## src/rtl/qid_locator_seq_pkg.sv

```systemverilog
// Shared widths, encodings and FSM states for the QID locator.
// The macro block stands in for define.v and must be compiled before the other rtl files.
`ifndef QID_LOCATOR_DEFINES
`define QID_LOCATOR_DEFINES
`define OPCODE_BW      4
`define LQADDR_BW      4
`define NUM_LQ         8
`define PP_I           2'b00
`define INVALID_OPCODE 4'hF
`define ST_IDLE        2'd0
`define ST_ACCUM       2'd1
`define ST_OUT         2'd2
`endif

package qid_locator_seq_pkg;
    localparam int OPCODE_BW = `OPCODE_BW;
    localparam int LQADDR_BW = `LQADDR_BW;

    localparam logic [1:0]           PP_I           = `PP_I;
    localparam logic [OPCODE_BW-1:0] INVALID_OPCODE = `INVALID_OPCODE;

    localparam logic [1:0] ST_IDLE  = `ST_IDLE;
    localparam logic [1:0] ST_ACCUM = `ST_ACCUM;
    localparam logic [1:0] ST_OUT   = `ST_OUT;

    // Offset field is at least one bit wide, even with a single chunk.
    function automatic int off_bw(input int num_chunk);
        return (num_chunk > 1) ? $clog2(num_chunk) : 1;
    endfunction
endpackage

```

## src/rtl/qid_chunk_decode.sv

```systemverilog
// Expands one LPP chunk into per-LQ opcode / mreg / Pauli / participation fields.
module qid_chunk_decode
    import qid_locator_seq_pkg::*;
#(
    parameter int CHUNK_LEN = 4
) (
    input  logic [OPCODE_BW-1:0]                 opcode,
    input  logic [LQADDR_BW-1:0]                 mregdst,
    input  logic [2*CHUNK_LEN-1:0]               lpplist,
    output logic [CHUNK_LEN-1:0][OPCODE_BW-1:0]  opcode_lq,
    output logic [CHUNK_LEN-1:0][LQADDR_BW-1:0]  mregdst_lq,
    output logic [CHUNK_LEN-1:0][1:0]            lpp_lq,
    output logic [CHUNK_LEN-1:0]                 lq
);
    for (genvar i = 0; i < CHUNK_LEN; i++) begin : g_lq
        assign lpp_lq[i]     = lpplist[2*i +: 2];
        assign lq[i]         = (lpp_lq[i] != PP_I);
        assign opcode_lq[i]  = lq[i] ? opcode  : INVALID_OPCODE;
        assign mregdst_lq[i] = lq[i] ? mregdst : '0;
    end
endmodule

```

## src/rtl/qid_locator_seq.sv

```systemverilog
// Assembles chunked LPP lists of one instruction into a per-LQ map and
// holds it until the consumer takes it.
module qid_locator_seq
    import qid_locator_seq_pkg::*;
#(
    parameter int  NUM_LQ    = `NUM_LQ,
    parameter int  CHUNK_LEN = 4,
    localparam int NUM_CHUNK = NUM_LQ / CHUNK_LEN,
    localparam int OFF_BW    = off_bw(NUM_CHUNK)
) (
    input  logic                        clk,
    input  logic                        rst_n,
    input  logic                        in_valid,
    output logic                        in_ready,
    input  logic [OPCODE_BW-1:0]        in_opcode,
    input  logic [LQADDR_BW-1:0]        in_mregdst,
    input  logic [OFF_BW-1:0]           in_offset,
    input  logic                        in_last,
    input  logic [2*CHUNK_LEN-1:0]      in_lpplist,
    output logic                        out_valid,
    input  logic                        out_ready,
    output logic [NUM_LQ*OPCODE_BW-1:0] opcode_loc,
    output logic [NUM_LQ*LQADDR_BW-1:0] mregdst_loc,
    output logic [NUM_LQ*2-1:0]         lpplist_loc,
    output logic [NUM_LQ-1:0]           lqlist_loc,
    output logic                        err
);
    logic [1:0]           state, state_nxt;
    logic [NUM_CHUNK-1:0] written;
    logic [OPCODE_BW-1:0] op_lat;

    logic [NUM_LQ-1:0][OPCODE_BW-1:0] opcode_map;
    logic [NUM_LQ-1:0][LQADDR_BW-1:0] mregdst_map;
    logic [NUM_LQ-1:0][1:0]           lpp_map;
    logic [NUM_LQ-1:0]                lq_map;

    logic [CHUNK_LEN-1:0][OPCODE_BW-1:0] opcode_lq;
    logic [CHUNK_LEN-1:0][LQADDR_BW-1:0] mregdst_lq;
    logic [CHUNK_LEN-1:0][1:0]           lpp_lq;
    logic [CHUNK_LEN-1:0]                lq;

    logic accept, drain, offset_ok, already, mismatch, reject, wr_en;

    qid_chunk_decode #(.CHUNK_LEN(CHUNK_LEN)) u_decode (
        .opcode     (in_opcode),
        .mregdst    (in_mregdst),
        .lpplist    (in_lpplist),
        .opcode_lq  (opcode_lq),
        .mregdst_lq (mregdst_lq),
        .lpp_lq     (lpp_lq),
        .lq         (lq)
    );

    assign in_ready  = (state != ST_OUT);
    assign out_valid = (state == ST_OUT);
    assign accept    = in_valid && in_ready;
    assign drain     = out_valid && out_ready;

    // Extra MSB keeps the range check meaningful when NUM_CHUNK is a power of two.
    assign offset_ok = ({1'b0, in_offset} < (OFF_BW+1)'(NUM_CHUNK));
    assign already   = offset_ok && written[in_offset];
    assign mismatch  = (state == ST_ACCUM) && (in_opcode != op_lat);
    assign reject    = !offset_ok || already || mismatch;
    assign wr_en     = accept && !reject;

    always_comb begin
        state_nxt = state;
        case (state)
            ST_IDLE, ST_ACCUM: if (accept) state_nxt = in_last ? ST_OUT : ST_ACCUM;
            ST_OUT:            if (out_ready) state_nxt = ST_IDLE;
            default:           state_nxt = ST_IDLE;
        endcase
    end

    always_ff @(posedge clk or negedge rst_n) begin
        if (!rst_n) begin
            state   <= ST_IDLE;
            written <= '0;
            op_lat  <= INVALID_OPCODE;
            err     <= 1'b0;
        end else begin
            state <= state_nxt;
            err   <= accept && reject;
            if (drain) begin
                written <= '0;
                op_lat  <= INVALID_OPCODE;
            end else begin
                if (accept && state == ST_IDLE) op_lat <= in_opcode;
                if (wr_en) written[in_offset] <= 1'b1;
            end
        end
    end

    always_ff @(posedge clk or negedge rst_n) begin
        if (!rst_n) begin
            for (int q = 0; q < NUM_LQ; q++) begin
                opcode_map[q]  <= INVALID_OPCODE;
                mregdst_map[q] <= '0;
                lpp_map[q]     <= PP_I;
                lq_map[q]      <= 1'b0;
            end
        end else if (drain) begin
            for (int q = 0; q < NUM_LQ; q++) begin
                opcode_map[q]  <= INVALID_OPCODE;
                mregdst_map[q] <= '0;
                lpp_map[q]     <= PP_I;
                lq_map[q]      <= 1'b0;
            end
        end else if (wr_en) begin
            for (int c = 0; c < NUM_CHUNK; c++) begin
                if (in_offset == OFF_BW'(c)) begin
                    for (int i = 0; i < CHUNK_LEN; i++) begin
                        opcode_map[c*CHUNK_LEN+i]  <= opcode_lq[i];
                        mregdst_map[c*CHUNK_LEN+i] <= mregdst_lq[i];
                        lpp_map[c*CHUNK_LEN+i]     <= lpp_lq[i];
                        lq_map[c*CHUNK_LEN+i]      <= lq[i];
                    end
                end
            end
        end
    end

    assign opcode_loc  = opcode_map;
    assign mregdst_loc = mregdst_map;
    assign lpplist_loc = lpp_map;
    assign lqlist_loc  = lq_map;
endmodule

```

## config.mk

```make
export PLATFORM = sky130hd
export DESIGN_NAME = qid_locator_seq
export DESIGN_NICKNAME = d
export VERILOG_FILES = /design/src/rtl/qid_locator_seq_pkg.sv /design/src/rtl/qid_chunk_decode.sv /design/src/rtl/qid_locator_seq.sv
export SDC_FILE = /design/constraint.sdc
export NUM_CORES = 1
export LEC_CHECK = 0
export BUFFER_PORTS_ARGS = -buffer_cell sky130_fd_sc_hd__buf_4
export CAP_MARGIN = 20
export CORE_ASPECT_RATIO = 1.1
export CORE_UTILIZATION = 48
export DETAILED_ROUTE_END_ITERATION = 8
export GPL_ROUTABILITY_DRIVEN = 0
export GPL_TIMING_DRIVEN = 0
export PLACE_DENSITY = 0.74
export SYNTH_ARGS = -nofsm -noshare
export SYNTH_HDL_FRONTEND = slang
export SYNTH_SLANG_ARGS = --single-unit
```

## constraint.sdc

```tcl
create_clock -name clk -period 1.65 [get_ports clk]
set_clock_uncertainty 0.05 [all_clocks]
set_input_delay 0.0825 -clock clk [delete_from_list [all_inputs] [get_ports clk]]
set_output_delay 0.0825 -clock clk [all_outputs]
set_load 0.01 [all_outputs]
```

==> impl_metrics.tcl <==
set metrics [dict create \
    syn_area_sq_mm 0.00437 \
    fin_ws_ns -0.0422 \
    synth_fp_nets 400 \
    ys_types 23 \
    vias 3331 \
    drt-initial-drc-count 119 \
    grt_pass1_wl_um 17400 \
    drc 0 \
    first_global_vias 3414 \
    min_path_type "input port to flip-flop" \
    ir_drop_v 0.000849 \
    start_kind "flip-flop" \
    wl_um 10900 \
    track_usage 0.241 \
    yosysSeqAreaShare 0.566 \
    yosys-top-cells-count "88 x mux2i_1, 74 x nand2_1, 61 x dfrtp_1" \
    syn_inst 378 \
    die_height_um 102 \
    outcome "complete, but fails checks" \
    async_flop_share 1.00 \
    insertion_delay_ns 0.36 \
    cts_root_buf "clkbuf_8" \
    initial_core_util 0.494 \
    drt_pass1_iterations 4 \
    synth-edff-count 0 \
    rows 36 \
    vias_per_cell 5.20 \
    yosysWarnings 0 \
    yosysMostFrequentCell "mux2i_1" \
    cp_max_fo 10 \
    hold_violations 0 \
    path_common_cell "buf_12" \
    synthTopCellsByArea "dfrtp_1 35%, dfstp_2 22%, mux2i_1 20%" \
    crit_path_end_kind "flip-flop" \
    antenna_found_initial 0 \
    tritoncts "built" \
    hold_ws_ns 0.0127 \
    num_io_pins 113 \
    cp_cell_sequence "xnor2_2, a41oi_4, nor2_4, buf_12, buf_12, mux2i_1" \
    grt_max_degree 53 \
    synth_largest_area_cell "dfrtp_1" \
    slowest_delay_ns 0.56 \
    area_delta_synth_final_pct 36.5 \
    detail-route-antenna-nets 0 \
    final.min_clock_period_ns 1.69 \
    fin_util 0.675 \
    violations "negative setup slack" \
    finalSetupViolCount 29 \
    pre_cts_ws_ns -0.461 \
    hpwl_um 7650 \
    routedWlPerCell_um 17.0 \
    diodes 0 \
    post-route-period-util 1.03 \
    total_power_mw 10.1 \
    port_buffers 111 \
    ys_ff_latch 97 \
    die_area_sq_mm 0.00948 \
    drive_gt1_frac 0.412 \
    htree_levels 3 \
    cp_data_arrival_time_ns 1.91 \
    max-cap-violations 0 \
    synth_top_cell_area_share 0.350 \
    overflow 0 \
    die_w_um 92.9 \
    required_ns 1.87 \
    clockBufferDepth 2 \
    total_leakage_power_nw 2.74 \
    num-nets-final 544 \
    synthFlopType "dfrtp_1" \
    core-area_sq_mm 0.00883 \
    cts_buffers 9 \
    rsz0062_at_grt "true" \
    worstSetupPathType "flip-flop to flip-flop" \
    slew_violations 0 \
    fmax_ghz 0.591 \
    path_clk_slew_ns 0.10 \
    syn_area_per_cell_sq_um 11.5 \
    powerDensity_mw_per_mm2 1690 \
    slew-limit-headroom 0.595 \
    tns_ns -0.343 \
    crit_path_top_delay_cell "dfstp_2" \
    clock-sinks 97 \
    worst_pin_slew_ns 0.608 \
]
## metrics by stage
step	area, sq um	instances
global placement	5370	603
global route	5960	641
detailed placement	5400	604
floorplan	4400	378
finish	5960	641
CTS	5880	639
## repair_timing
item                       4_1_cts  5_1_grt
hold endpoints to repair        66        0
pin swaps                        3        4
setup endpoints to repair       90       90
resized for setup               30       17
hold buffers                     9        0
setup buffers                   10        1
gates cloned                     0        1
## layout by cell type (no fill, tap or decap), drive strengths merged, types with 6 or more instances in the layout
cell type	Yosys	layout
buf	10	134
mux2i	88	88
nand2	74	74
dfrtp	61	61
nor2	53	53
dfstp	36	36
clkbuf	10	20
inv	11	13
dlygate4sd3	0	9
o22a	8	8
o21ai	6	6
## worst max-delay path: cells and delay by family (launching register included)
family          cells  cell delay [ns]
xor+xnor            1             0.13
flops               1             0.56
simple gates        1             0.14
mux                 1             0.22
buf+inv             2             0.28
compound gates      1             0.19
## state kept, by name, indices dropped and copies added, names as in the netlist
name         flops
err              1
lqlist_loc       8
op_lat           4
mregdst_loc     32
state            2
written          2
lpplist_loc     16
opcode_loc      32
## area by class of cell
cell class,instances,area (sq um)
inverter,11,41.3
clock inverter,6,87.6
multi-input combinational,250,1750
tap,114,143
sequential,97,2470
timing repair buffer,133,1090
clock buffer,10,138
buffer,20,235
fill,693,2870
## per-layer routing
layer | vias up | part of all wire | GRT usage
li1 | 1538 | - | -
met1 | 1666 | 0.42 | 0.303
met2 | 109 | 0.50 | 0.417
met3 | 18 | 0.058 | 0.0499
met4 | 0 | 0.018 | 0.0828
met5 | - | 0 | 0
## logic make-up after synthesis
logic type / count (synthesis) / share of synthesized area
and+or+nand+nor: 134 / 0.122
muxes: 88 / 0.202
DFF: 97 / 0.566
buffers and inverters: 31 / 0.0570
xor gates and xnor gates: 4 / 0.00802
AOI/OAI and AO/OA: 24 / 0.0447
## report_power, final
group	switching, mW	internal (mW)
sequential	0.654	3.65
combinational	1.87	2.16
clock	0.838	0.901
## worst paths after layout
path,start,to,slack [ns],depth (start not counted)
max in group asynchronous,rst_n,opcode_loc[31],0.63,3
hold reg to reg,written[1],written[1],0.45,1
setup / recovery,op_lat[0],lqlist_loc[1],-0.04,6
hold / removal,in_lpplist[1],lpplist_loc[9],0.01,3
min in group asynchronous,rst_n,err,0.23,2
setup reg to reg,op_lat[0],lqlist_loc[1],-0.04,6
(Power assumes the default switching activity.)
